==> src/rtl/div_unit_seq.sv <==
// Multicycle signed integer divider: restoring shift-subtract, one quotient
// bit per clock. The FSM walks IDLE -> RUN (WIDTH iterations) -> FIX (sign
// correction) -> DONE (one-cycle completion pulse). A zero divisor skips RUN
// and FIX and goes straight to DONE with the exception flag set.
module div_unit_seq #(
    parameter  int WIDTH = 32,
    localparam int CNT_W = $clog2(WIDTH) + 1
) (
    input  logic             clock,
    input  logic             reset_n,
    input  logic             ctrl_div,
    input  logic [WIDTH-1:0] data_operandA,
    input  logic [WIDTH-1:0] data_operandB,
    output logic [WIDTH-1:0] data_result,
    output logic [WIDTH-1:0] data_remainder,
    output logic             data_exception,
    output logic             data_resultRDY,
    output logic             busy
);

    typedef enum logic [1:0] {S_IDLE, S_RUN, S_FIX, S_DONE} state_t;

    state_t state, state_nxt;

    logic signed [WIDTH-1:0] op_a_s;
    logic signed [WIDTH-1:0] op_b_s;

    logic [CNT_W-1:0] cnt_r;
    logic [WIDTH-1:0] rem_r;     // partial remainder, always < |B|
    logic [WIDTH-1:0] quo_r;     // dividend bits shift out, quotient bits shift in
    logic [WIDTH-1:0] mag_b_r;
    logic             sign_a_r;
    logic             sign_b_r;

    logic              accept;
    logic              b_zero;
    logic              cnt_last;
    logic [WIDTH:0]    rem_sh;
    logic signed [WIDTH:0] trial;
    logic              trial_neg;

    // Magnitude of a two's complement value; the most negative value maps to
    // 2^(WIDTH-1), which still fits when held unsigned.
    function automatic logic [WIDTH-1:0] magnitude(input logic signed [WIDTH-1:0] v);
        logic [WIDTH-1:0] m;
        m = v[WIDTH-1] ? -v : v;
        return m;
    endfunction

    // Conditional two's complement negation used for the final sign fix.
    function automatic logic [WIDTH-1:0] cond_neg(input logic [WIDTH-1:0] v, input logic neg);
        return neg ? -v : v;
    endfunction

    assign op_a_s   = data_operandA;
    assign op_b_s   = data_operandB;
    assign accept   = ctrl_div && ((state == S_IDLE) || (state == S_DONE));
    assign b_zero   = (data_operandB == '0);
    assign cnt_last = (cnt_r == CNT_W'(WIDTH - 1));

    // Trial subtraction of one restoring step; a negative result means restore.
    always_comb begin
        rem_sh    = {rem_r, quo_r[WIDTH-1]};
        trial     = $signed(rem_sh) - $signed({1'b0, mag_b_r});
        trial_neg = trial[WIDTH];
    end

    // Next-state logic and state-decoded handshake outputs.
    always_comb begin
        state_nxt      = state;
        data_resultRDY = 1'b0;
        busy           = 1'b0;
        case (state)
            S_IDLE, S_DONE: begin
                data_resultRDY = (state == S_DONE);
                if (accept) begin
                    state_nxt = b_zero ? S_DONE : S_RUN;
                end else begin
                    state_nxt = S_IDLE;
                end
            end
            S_RUN: begin
                busy = 1'b1;
                if (cnt_last) begin
                    state_nxt = S_FIX;
                end
            end
            S_FIX: begin
                busy      = 1'b1;
                state_nxt = S_DONE;
            end
            default: state_nxt = S_IDLE;
        endcase
    end

    // State register.
    always_ff @(posedge clock or negedge reset_n) begin
        if (!reset_n) begin
            state <= S_IDLE;
        end else begin
            state <= state_nxt;
        end
    end

    // Operand capture and one shift-subtract iteration per RUN cycle.
    always_ff @(posedge clock or negedge reset_n) begin
        if (!reset_n) begin
            cnt_r    <= '0;
            rem_r    <= '0;
            quo_r    <= '0;
            mag_b_r  <= '0;
            sign_a_r <= 1'b0;
            sign_b_r <= 1'b0;
        end else if (accept && !b_zero) begin
            cnt_r    <= '0;
            rem_r    <= '0;
            quo_r    <= magnitude(op_a_s);
            mag_b_r  <= magnitude(op_b_s);
            sign_a_r <= op_a_s[WIDTH-1];
            sign_b_r <= op_b_s[WIDTH-1];
        end else if (state == S_RUN) begin
            rem_r <= trial_neg ? rem_sh[WIDTH-1:0] : trial[WIDTH-1:0];
            quo_r <= {quo_r[WIDTH-2:0], ~trial_neg};
            cnt_r <= cnt_r + CNT_W'(1);
        end
    end

    // Result registers: written only on a FIX edge or a divide-by-zero accept.
    always_ff @(posedge clock or negedge reset_n) begin
        if (!reset_n) begin
            data_result    <= '0;
            data_remainder <= '0;
            data_exception <= 1'b0;
        end else if (accept && b_zero) begin
            data_result    <= '0;
            data_remainder <= '0;
            data_exception <= 1'b1;
        end else if (state == S_FIX) begin
            data_result    <= cond_neg(quo_r, sign_a_r ^ sign_b_r);
            data_remainder <= cond_neg(rem_r, sign_a_r);
            data_exception <= 1'b0;
        end
    end

endmodule

==> config.mk <==
export PLATFORM = sky130hd
export DESIGN_NAME = div_unit_seq
export DESIGN_NICKNAME = d
export VERILOG_FILES = /design/src/rtl/div_unit_seq.sv
export SDC_FILE = /design/constraint.sdc
export NUM_CORES = 1
export LEC_CHECK = 0
export CORE_UTILIZATION = 50
export DETAILED_ROUTE_END_ITERATION = 16
export PLACE_DENSITY = 0.72
export SYNTH_ARGS = -nofsm -noshare
export SYNTH_HDL_FRONTEND = slang
export SYNTH_SLANG_ARGS = --single-unit
==> constraint.sdc <==
create_clock -name clock -period 4.6 [get_ports clock]
set_clock_uncertainty 0.05 [all_clocks]
set_input_delay 0.92 -clock clock [delete_from_list [all_inputs] [get_ports clock]]
set_output_delay 0.92 -clock clock [all_outputs]
set_load 0.02 [all_outputs]
Yosys cells after proc, flatten, opt, wreduce, memory -nomap -nowiden:

Index checks and enable logic that the tools add are counted.

* add/subtract/negate cells: 6
* eq/ne operators: 5
* multiplexer cells: 23
* bitwise logic cells: 2
* reductions and logical operators: 11

Operator list (number)
* $mux W32: 13
* $neg A32 Y32: 4
* $sub A33 B33 Y33: 1
* $logic_not A32 Y1: 1
* $mux W6: 2
* $add A6 B1 Y6 const B: 1
* $eq A6 B5 Y1 const B: 1
* $mux W2: 3
* $pmux W2 S3: 1
* $eq A2 B2 Y1 const B: 2
* $mux W1: 4
* $reduce_bool A2 Y1: 2
* $reduce_or A2 Y1: 2
* $logic_and A1 B1 Y1: 3
* $eq A2 B1 Y1 const B: 1
* $logic_not A2 Y1: 1
* $ne A2 B2 Y1 const B: 1
* $logic_not A1 Y1: 1
* $logic_or A1 B1 Y1: 1
* $not A1 Y1: 1
* $xor A1 B1 Y1: 1

* register bits after elaboration: 171
* input port bits: 67
* word-level logic and storage cells: 57

Longest topological paths before layout:

Gate-level depths: netlist of the first run.

* depth in word-level cells: 5
* depth in mapped cells: 13
* mapped depth without buffers: 12

Least setup slack after synthesis of the first run:

Ideal clock, no wire load.

* path kind: input to register
* from: input data_operandA[4]
* to: register quo_r[28]
* data arrival time: 3235 ps
* required time: 4413 ps
* path slack: 1178 ps
* stages: 9
* path buffers: 0
* path through: nor4_2 nand2_1 or4_4 or4_4 or3_4 nand2b_4 o31ai_4 xor2_1 a21oi_1

* word-level cells in the longest chain between the ends: 3

RTL lines
* start: declaration: RTL line 12 `input logic [WIDTH-1:0] data_operandA,`
* $neg A32 Y32: RTL line 46 `m = v[WIDTH-1] ? -v : v;`
* $mux W32: RTL line 46
* $mux W32: RTL line 114 `end else if (accept && !b_zero) begin`
* end signal: assignment: RTL line 117 `quo_r <= magnitude(op_a_s);`
* end signal: assignment: RTL line 123 `quo_r <= {quo_r[WIDTH-2:0], ~trial_neg};`
* end: declaration: RTL line 30 `logic [WIDTH-1:0] quo_r;`

No other way between the ends.
A chain may end at the register's enable or synchronous reset.

Worst setup path in the final report of the first run:

* from: register quo_r[31]
* to: register rem_r[30]

* word-level cells in the longest chain between the ends: 4

RTL lines
* $sub A33 B33 Y33: RTL line 64 `trial = $signed(rem_sh) - $signed({1'b0, mag_b_r});`
* $mux W32: RTL line 122 `rem_r <= trial_neg ? rem_sh[WIDTH-1:0] : trial[WIDTH-1:0];`
* $mux W32: RTL line 121 `end else if (state == S_RUN) begin`
* $mux W32: RTL line 114
* end signal: assignment: RTL line 122
* end: declaration: RTL line 29 `logic [WIDTH-1:0] rem_r;`

No other way between the ends. The select of a mux whose other input is x is not followed.

==> flow_metrics.py, run 1 <==
metrics = {
    "run_status": {
        "status": "finished clean",
    },
    "floorplanning": {
        "fp.dieH_um": 154,
        "die_w_um": 154,
        "die_area_um2": 23700,
        "start_util": 0.509,
        "core_area_um2": 22600,
        "pin_count": 134,
        "rows": 55,
    },
    "clock_network": {
        "cts_tree": "built",
        "post_cts_resized": 0,
        "cts_buffer_depth": 2,
        "cts_buffers": 17,
        "insertion_delay_ns": 0.43,
        "clkSinkCount": 171,
        "post_cts_buffers": 0,
        "holdBufCountCts": 0,
        "htreeDepth": 4,
        "root_buffer": "clkbuf_16",
        "clk_pin_slew_ns": 0.07,
    },
    "global_route": {
        "grt_overflow_total": 0,
        "grt_max_degree": 74,
        "track_usage": 0.252,
        "grt_pass1_vias": 9125,
        "grt_pass1_wl_um": 47700,
        "grt_antenna_before_repair": 0,
    },
    "synthesis": {
        "ys_ff_latch": 171,
        "yosys.area_share.simple": 0.164,
        "synth_fp_nets": 1459,
        "netlist_area_um2": 11500,
        "synth_top_area_cell": "dfrtp_1",
        "netlist_instances": 1351,
        "yosys_most_used_dff": "dfrtp_1",
        "synth.most_common_cell": "dfrtp_1",
        "synth_cell_types": 66,
        "syn_area_per_cell_um2": 8.53,
        "synth-compound-area-share": 0.232,
        "synth_top_area_share": 0.371,
        "synth_seq_area_share": 0.371,
        "synth_area_leaders": "dfrtp_1, xnor2_1, o21ai_0",
        "yosysWarnings": 0,
        "synth-xor-area-share": 0.113,
        "synthArstFlopShare": 1.00,
        "synth-edff-count": 0,
        "synth_common_cells": "dfrtp_1, nor2_1, nand2_1",
        "synth_top_family_by_area": "compound AO/OA/AOI/OAI gates",
        "synthMuxAreaShare": 0.0291,
        "synthAdderAreaFrac": 0.0451,
    },
    "timing": {
        "holdWs_ns": 0.396,
        "tightestPinTransition_ns": 1.17,
        "setup_viol": 0,
        "tns_ns": 0,
        "relSlewSlack": 0.214,
        "slew_viol_final": 0,
        "rsz0062_at_grt": "no",
        "max_freq_mhz": 263,
        "layout_min_cycle_time_ns": 3.80,
        "hold_viol_final": 0,
        "fin_crit_sh": 0.826,
    },
    "drt": {
        "wl_met1_um": 14800,
        "drt_iter0_markers": 754,
        "num_vias": 10000,
        "vias_per_cell": 5.74,
        "antenna_left": 0,
        "top_layer": "met4",
        "remaining_drc_errors": 0,
        "wl_per_cell_um": 16.6,
        "drt-pass1-iter-count": 7,
        "route.met3.wl_um": 1990,
        "met2_length_um": 11900,
        "drt_wl_total_um": 28900,
    },
    "run": {
        "drv_cap": 0,
    },
    "worst_setup_path": {
        "critPathTopFamily": "compound AO/OA/AOI/OAI gates",
        "cp_max_fo": 4,
        "cp_cell_sequence": "inv_1 -> ha_1 -> fa_1 -> nand2b_1 -> a21oi_1 -> o211ai_1 -> a2111oi_0 -> o41ai_1 -> a21oi_1 -> xnor2_1 -> a211o_1 -> a21oi_1",
        "crit_type": "flop to flop",
        "slowest_stage": "a2111oi_0",
        "slowest_delay_ns": 0.83,
        "cp.required_ns": 4.90,
        "endpoint_kind": "flop",
        "r2r_start": "quo_r[31]",
        "cpMostUsedCell": "a21oi_1",
        "startpoint_type": "flop",
        "crit_path_start": "quo_r[31]",
        "cp.arrival_ns": 4.10,
        "critical_path_buf_inv_count": 1,
    },
    "cells_and_area": {
        "nets": 1552,
        "diodes": 0,
        "multi_input_area_um2": 6790,
        "fin_area_um2": 13700,
        "drive_gt1_frac": 0.0535,
        "seq_area_um2": 4280,
        "area_delta_synth_final_pct": 19.1,
        "fillers": 2011,
    },
    "pwr": {
        "powerDensity_nw_per_um2": 840,
        "finalPower_mw": 11.5,
        "ir_drop_v": 0.000378,
        "p_leak_nw": 5.63,
    },
    "placement": {
        "hpwl_um": 21600,
        "post_dp_cell_area_um2": 13200,
        "gp_congestion": 0.899,
        "port_buffers": 133,
    },
    "worst_hold_path": {
        "hold_class": "input pin to asynchronous set/reset pin",
    },
}
==> cell families after synthesis <==
kind of cell / count (synthesis)
AOI/OAI and AO/OA: 416
xor gates and xnor gates: 149
adders and majority gates: 41
buffers and inverters: 137
DFF: 171
muxes: 33
and+or+nand+nor: 404
==> through the flow <==
stage               cells  worst slack (ns)   util
floorplan            1351              1.18      -
global placement     1710             0.557  0.582
detailed placement   1710             0.497  0.582
CTS                  1742             0.828  0.607
global route         1742             0.588  0.607
finish               1742             0.800  0.607
==> routing by layer <==
layer,vias up,GRT usage
met5,-,0
met4,0,0.0529
met3,14,0.0496
met2,312,0.354
met1,4668,0.394
li1,5011,-
==> cell type report <==
type / instances / share of cell area
clock buffer: 18 / 0.0312
clock inverter: 14 / 0.00866
inverter: 58 / 0.0159
multi-input combinational: 1043 / 0.494
sequential: 171 / 0.312
tap: 285 / 0.0260
timing repair buffer: 153 / 0.113
==> placed cells by master (no fill, tap or decap), drive strengths merged, types with 4 or more instances in the layout <==
cell type and count:
nand2b 14, mux2i 29, o41ai 15, or4 21, or3 16, or2 6, a21oi 98, a2111oi 4
o31ai 32, o211ai 11, a21boi 4, xor2 67, nor3 17, nor2b 20, ha 40, o211a 7
inv 62, and2 7, mux2 4, nand4 8, clkbuf 18, nand3 9, a211oi 73, nor2 137
dfrtp 171, xnor2 82, clkinv 7, o21ai 125, a31oi 8, a21o 15, clkdlybuf4s50 132, nand2 133
buf 21, nor4 8, and3 4
==> report_power, final <==
| part | switching (mW) | internal (mW) | leakage, nW |
|---|---|---|---|
| Sequential | 0.764 | 2.24 | 2.06 |
| Combinational | 4.09 | 3.08 | 3.30 |
| Clock | 0.615 | 0.746 | 0.271 |
| Total | 5.47 | 6.06 | 5.63 |
==> final timing paths <==
path                            cells past startpoint           endpoint  slack, ns
worst max register to register                     12          rem_r[30]       0.80
worst max-delay path                               12          rem_r[30]       0.80
max in group asynchronous                           2  data_remainder[5]       3.15
worst min register to register                      1     data_exception       0.44
worst min-delay path                                1    data_result[11]       0.40
min in group clock                                  1     data_exception       0.44
==> sequential cells by signal, summed over array words and instances, names as in the netlist <==
name / flops
data_remainder: 32
data_result: 32
cnt_r: 6
state: 2
data_exception: 1
sign_b_r: 1
mag_b_r: 32
rem_r: 32
sign_a_r: 1
quo_r: 32
==> worst register-to-register path, cell delays in order (launching register included) <==
cell and delay (ns):
dfrtp_1 0.40, inv_1 0.10, ha_1 0.23, fa_1 0.38, nand2b_1 0.20, a21oi_1 0.30
o211ai_1 0.18, a2111oi_0 0.83, o41ai_1 0.27, a21oi_1 0.23, xnor2_1 0.10, a211o_1 0.30
a21oi_1 0.15
(Power assumes the default switching activity.)
==> run 2: changes to the inputs <==
--- a/config.mk
+++ b/config.mk
@@ -7,7 +7,7 @@
 export LEC_CHECK = 0
 export CORE_UTILIZATION = 50
 export DETAILED_ROUTE_END_ITERATION = 16
-export PLACE_DENSITY = 0.72
+export PLACE_DENSITY = 0.75
 export SYNTH_ARGS = -nofsm -noshare
 export SYNTH_HDL_FRONTEND = slang
 export SYNTH_SLANG_ARGS = --single-unit
==> constraint.sdc (replaced) <==
create_clock -name clock -period 3.04 [get_ports clock]
set_clock_uncertainty 0.05 [all_clocks]
set_input_delay 0.608 -clock clock [delete_from_list [all_inputs] [get_ports clock]]
set_output_delay 0.608 -clock clock [all_outputs]
set_load 0.02 [all_outputs]
==> run 2 against run 1 <==
Compared with the run above:
- combinational power up 110%
- non-clock buffer count is 216 higher
- first-iteration DRC count increased by 52%
- register-to-register slack got worse by 0.98 ns
- the flow now finishes with violations (setup timing)
- clock power rose by 65%
- critical path depth up 1
- global-route usage increased by 3.6 points
==> flow_metrics.py, run 2 (same netlist as run 1, synthesis figures left out) <==
metrics = {
    "floorplanning": {
        "pin_count": 134,
        "rows": 55,
        "fp.dieH_um": 154,
        "die_area_um2": 23700,
        "die_w_um": 154,
        "start_util": 0.509,
        "core_area_um2": 22600,
    },
    "cells_and_area": {
        "instances_no_fill": 1958,
        "diodes": 0,
        "mostFrequentLayoutCells": "buf_4, dfrtp_1, nand2_1, clkdlybuf4s50_1, nor2_1",
        "layout_commonest_cell": "buf_4",
        "drive_gt1_frac": 0.233,
        "nets": 1768,
        "fin_area_um2": 16200,
        "area_delta_synth_final_pct": 40.3,
    },
    "timing": {
        "setup_viol": 33,
        "relSlewSlack": 0.435,
        "timing.final.ws_setup_ns": -0.182,
        "tightestPinTransition_ns": 0.845,
        "rsz0062_at_grt": "yes",
        "layout_min_cycle_time_ns": 3.22,
        "tns_ns": -4.24,
        "max_freq_mhz": 310,
        "fin_crit_sh": 1.06,
        "hold_viol_final": 0,
        "slew_viol_final": 0,
        "holdWs_ns": 0.0943,
    },
    "drt": {
        "wl_per_cell_um": 17.7,
        "antenna_left": 0,
        "drt_iter0_markers": 1146,
        "drt_wl_total_um": 34700,
        "vias_per_cell": 5.80,
        "remaining_drc_errors": 0,
        "num_vias": 11300,
        "drt-pass1-iter-count": 5,
    },
    "placement": {
        "gp_congestion": 0.962,
        "port_buffers": 133,
        "place_inst": 1900,
        "post_dp_cell_area_um2": 14800,
        "hpwl_um": 24800,
    },
    "clock_network": {
        "cts_buffers": 17,
        "insertion_delay_ns": 0.44,
        "cts_tree": "built",
        "holdBufCountCts": 0,
        "cts_buffer_depth": 2,
        "root_buffer": "clkbuf_16",
        "clk_pin_slew_ns": 0.08,
        "htreeDepth": 4,
        "clkSinkCount": 171,
    },
    "worst_setup_path": {
        "critPathTopFamily": "compound AO/OA/AOI/OAI gates",
        "endpoint_kind": "flop",
        "critical_path_buf_inv_count": 2,
        "cp.required_ns": 3.29,
        "cp_cell_sequence": "ha_4 -> fa_2 -> nand2b_4 -> a21oi_4 -> o21ai_4 -> a2111oi_4 -> o32ai_4 -> xor2_4 -> buf_12 -> buf_8 -> nor2_2 -> a21oi_2 -> a21oi_1",
        "slowest_stage": "a2111oi_4",
        "slowest_delay_ns": 0.49,
        "crit_type": "flop to flop",
        "cp.arrival_ns": 3.47,
        "cp_max_fo": 7,
        "startpoint_type": "flop",
    },
    "global_route": {
        "grt_pass1_vias": 10500,
        "grt_max_degree": 67,
        "grt_pass1_wl_um": 54500,
        "track_usage": 0.288,
        "grt_antenna_before_repair": 0,
        "grt_overflow_total": 0,
    },
    "pwr": {
        "p_comb_frac": 0.699,
        "ir_drop_v": 0.000639,
        "swShare": 0.465,
        "p_leak_nw": 6.88,
        "p_seq_frac": 0.200,
        "clkPwrFrac": 0.102,
        "power.net_switching_mw": 10.2,
        "p_int_mw": 11.8,
        "powerDensity_nw_per_um2": 1360,
    },
    "worst_hold_path": {
        "hold_class": "input pin to asynchronous set/reset pin",
    },
    "run_status": {
        "violations": "setup timing",
        "status": "complete, but fails checks",
    },
    "run": {
        "drv_cap": 0,
    },
}
[run 2: cell types whose count changed in the layout (fill, tap and decap cells not counted), sizes merged]
cell / change
clkinv: -3
dlygate4sd2: +3
clkdlybuf4s50: -7
buf: +214
inv: +4
clkbuf: +4
dlymetal6s2s: +1
[run 2: worst register-to-register path, cell delays in order (launching register included)]
cell       delay (ns)
dfrtp_1          0.43
ha_4             0.19
fa_2             0.36
nand2b_4         0.16
a21oi_4          0.20
o21ai_4          0.09
a2111oi_4        0.49
o32ai_4          0.21
xor2_4           0.32
buf_12           0.20
buf_8            0.13
nor2_2           0.04
a21oi_2          0.11
a21oi_1          0.09
[run 2: metal layers]
metal	wire, µm	global-route usage
met5	0	0
met2	15500	0.442
met1	15700	0.423
met4	632	0.0748
met3	2830	0.0451
[run 2: power groups by stage]
| stage | clock, mW | combinational, mW | sequential [mW] |
|---|---|---|---|
| floorplan | 0 | 7.47 | 4.65 |
| global placement | 0 | 12.6 | 4.29 |
| detailed placement | 0 | 12.9 | 4.34 |
| CTS | 2.25 | 14.3 | 4.32 |
| global route | 2.34 | 16.6 | 4.49 |
| finish | 2.24 | 15.4 | 4.39 |
[run 2: area by class of cell]
type / count / area (µm²)
clock buffers: 17 / 425
clock inverters: 15 / 176
fillers: 1697 / 6460
inverters: 58 / 218
multi-input cells: 1043 / 7310
flip-flops and latches: 171 / 4280
well taps: 285 / 357
repair buffers: 369 / 3410
[run 2: repair_timing]
action / 4_1_cts / 5_1_grt
gates resized for setup: 72 / 75
pin swaps: 40 / 52
endpoints found under the setup margin: 42 / 98
cloned: 2 / 2
buffers inserted: 15 / 12
[run 2: through the flow]
stage,worst slack (ns),total power [mW],util
floorplan,-0.0444,12.1,-
global placement,-0.564,16.9,0.652
detailed placement,-0.651,17.2,0.652
CTS,-0.129,20.9,0.699
global route,-0.263,23.4,0.714
finish,-0.182,22.0,0.714
[run 2: final timing paths]
| path | startpoint | endpoint | slack, ns | cells after the start |
|---|---|---|---|---|
| worst max-delay path | mag_b_r[0] | rem_r[7] | -0.18 | 13 |
| worst min-delay path | reset_n | data_result[18] | 0.09 | 1 |
| worst max register to register | mag_b_r[0] | rem_r[7] | -0.18 | 13 |
| worst min register to register | data_exception | data_exception | 0.44 | 1 |
| max in group asynchronous | reset_n | rem_r[11] | 2.07 | 2 |
| min in group clock | data_exception | data_exception | 0.44 | 1 |
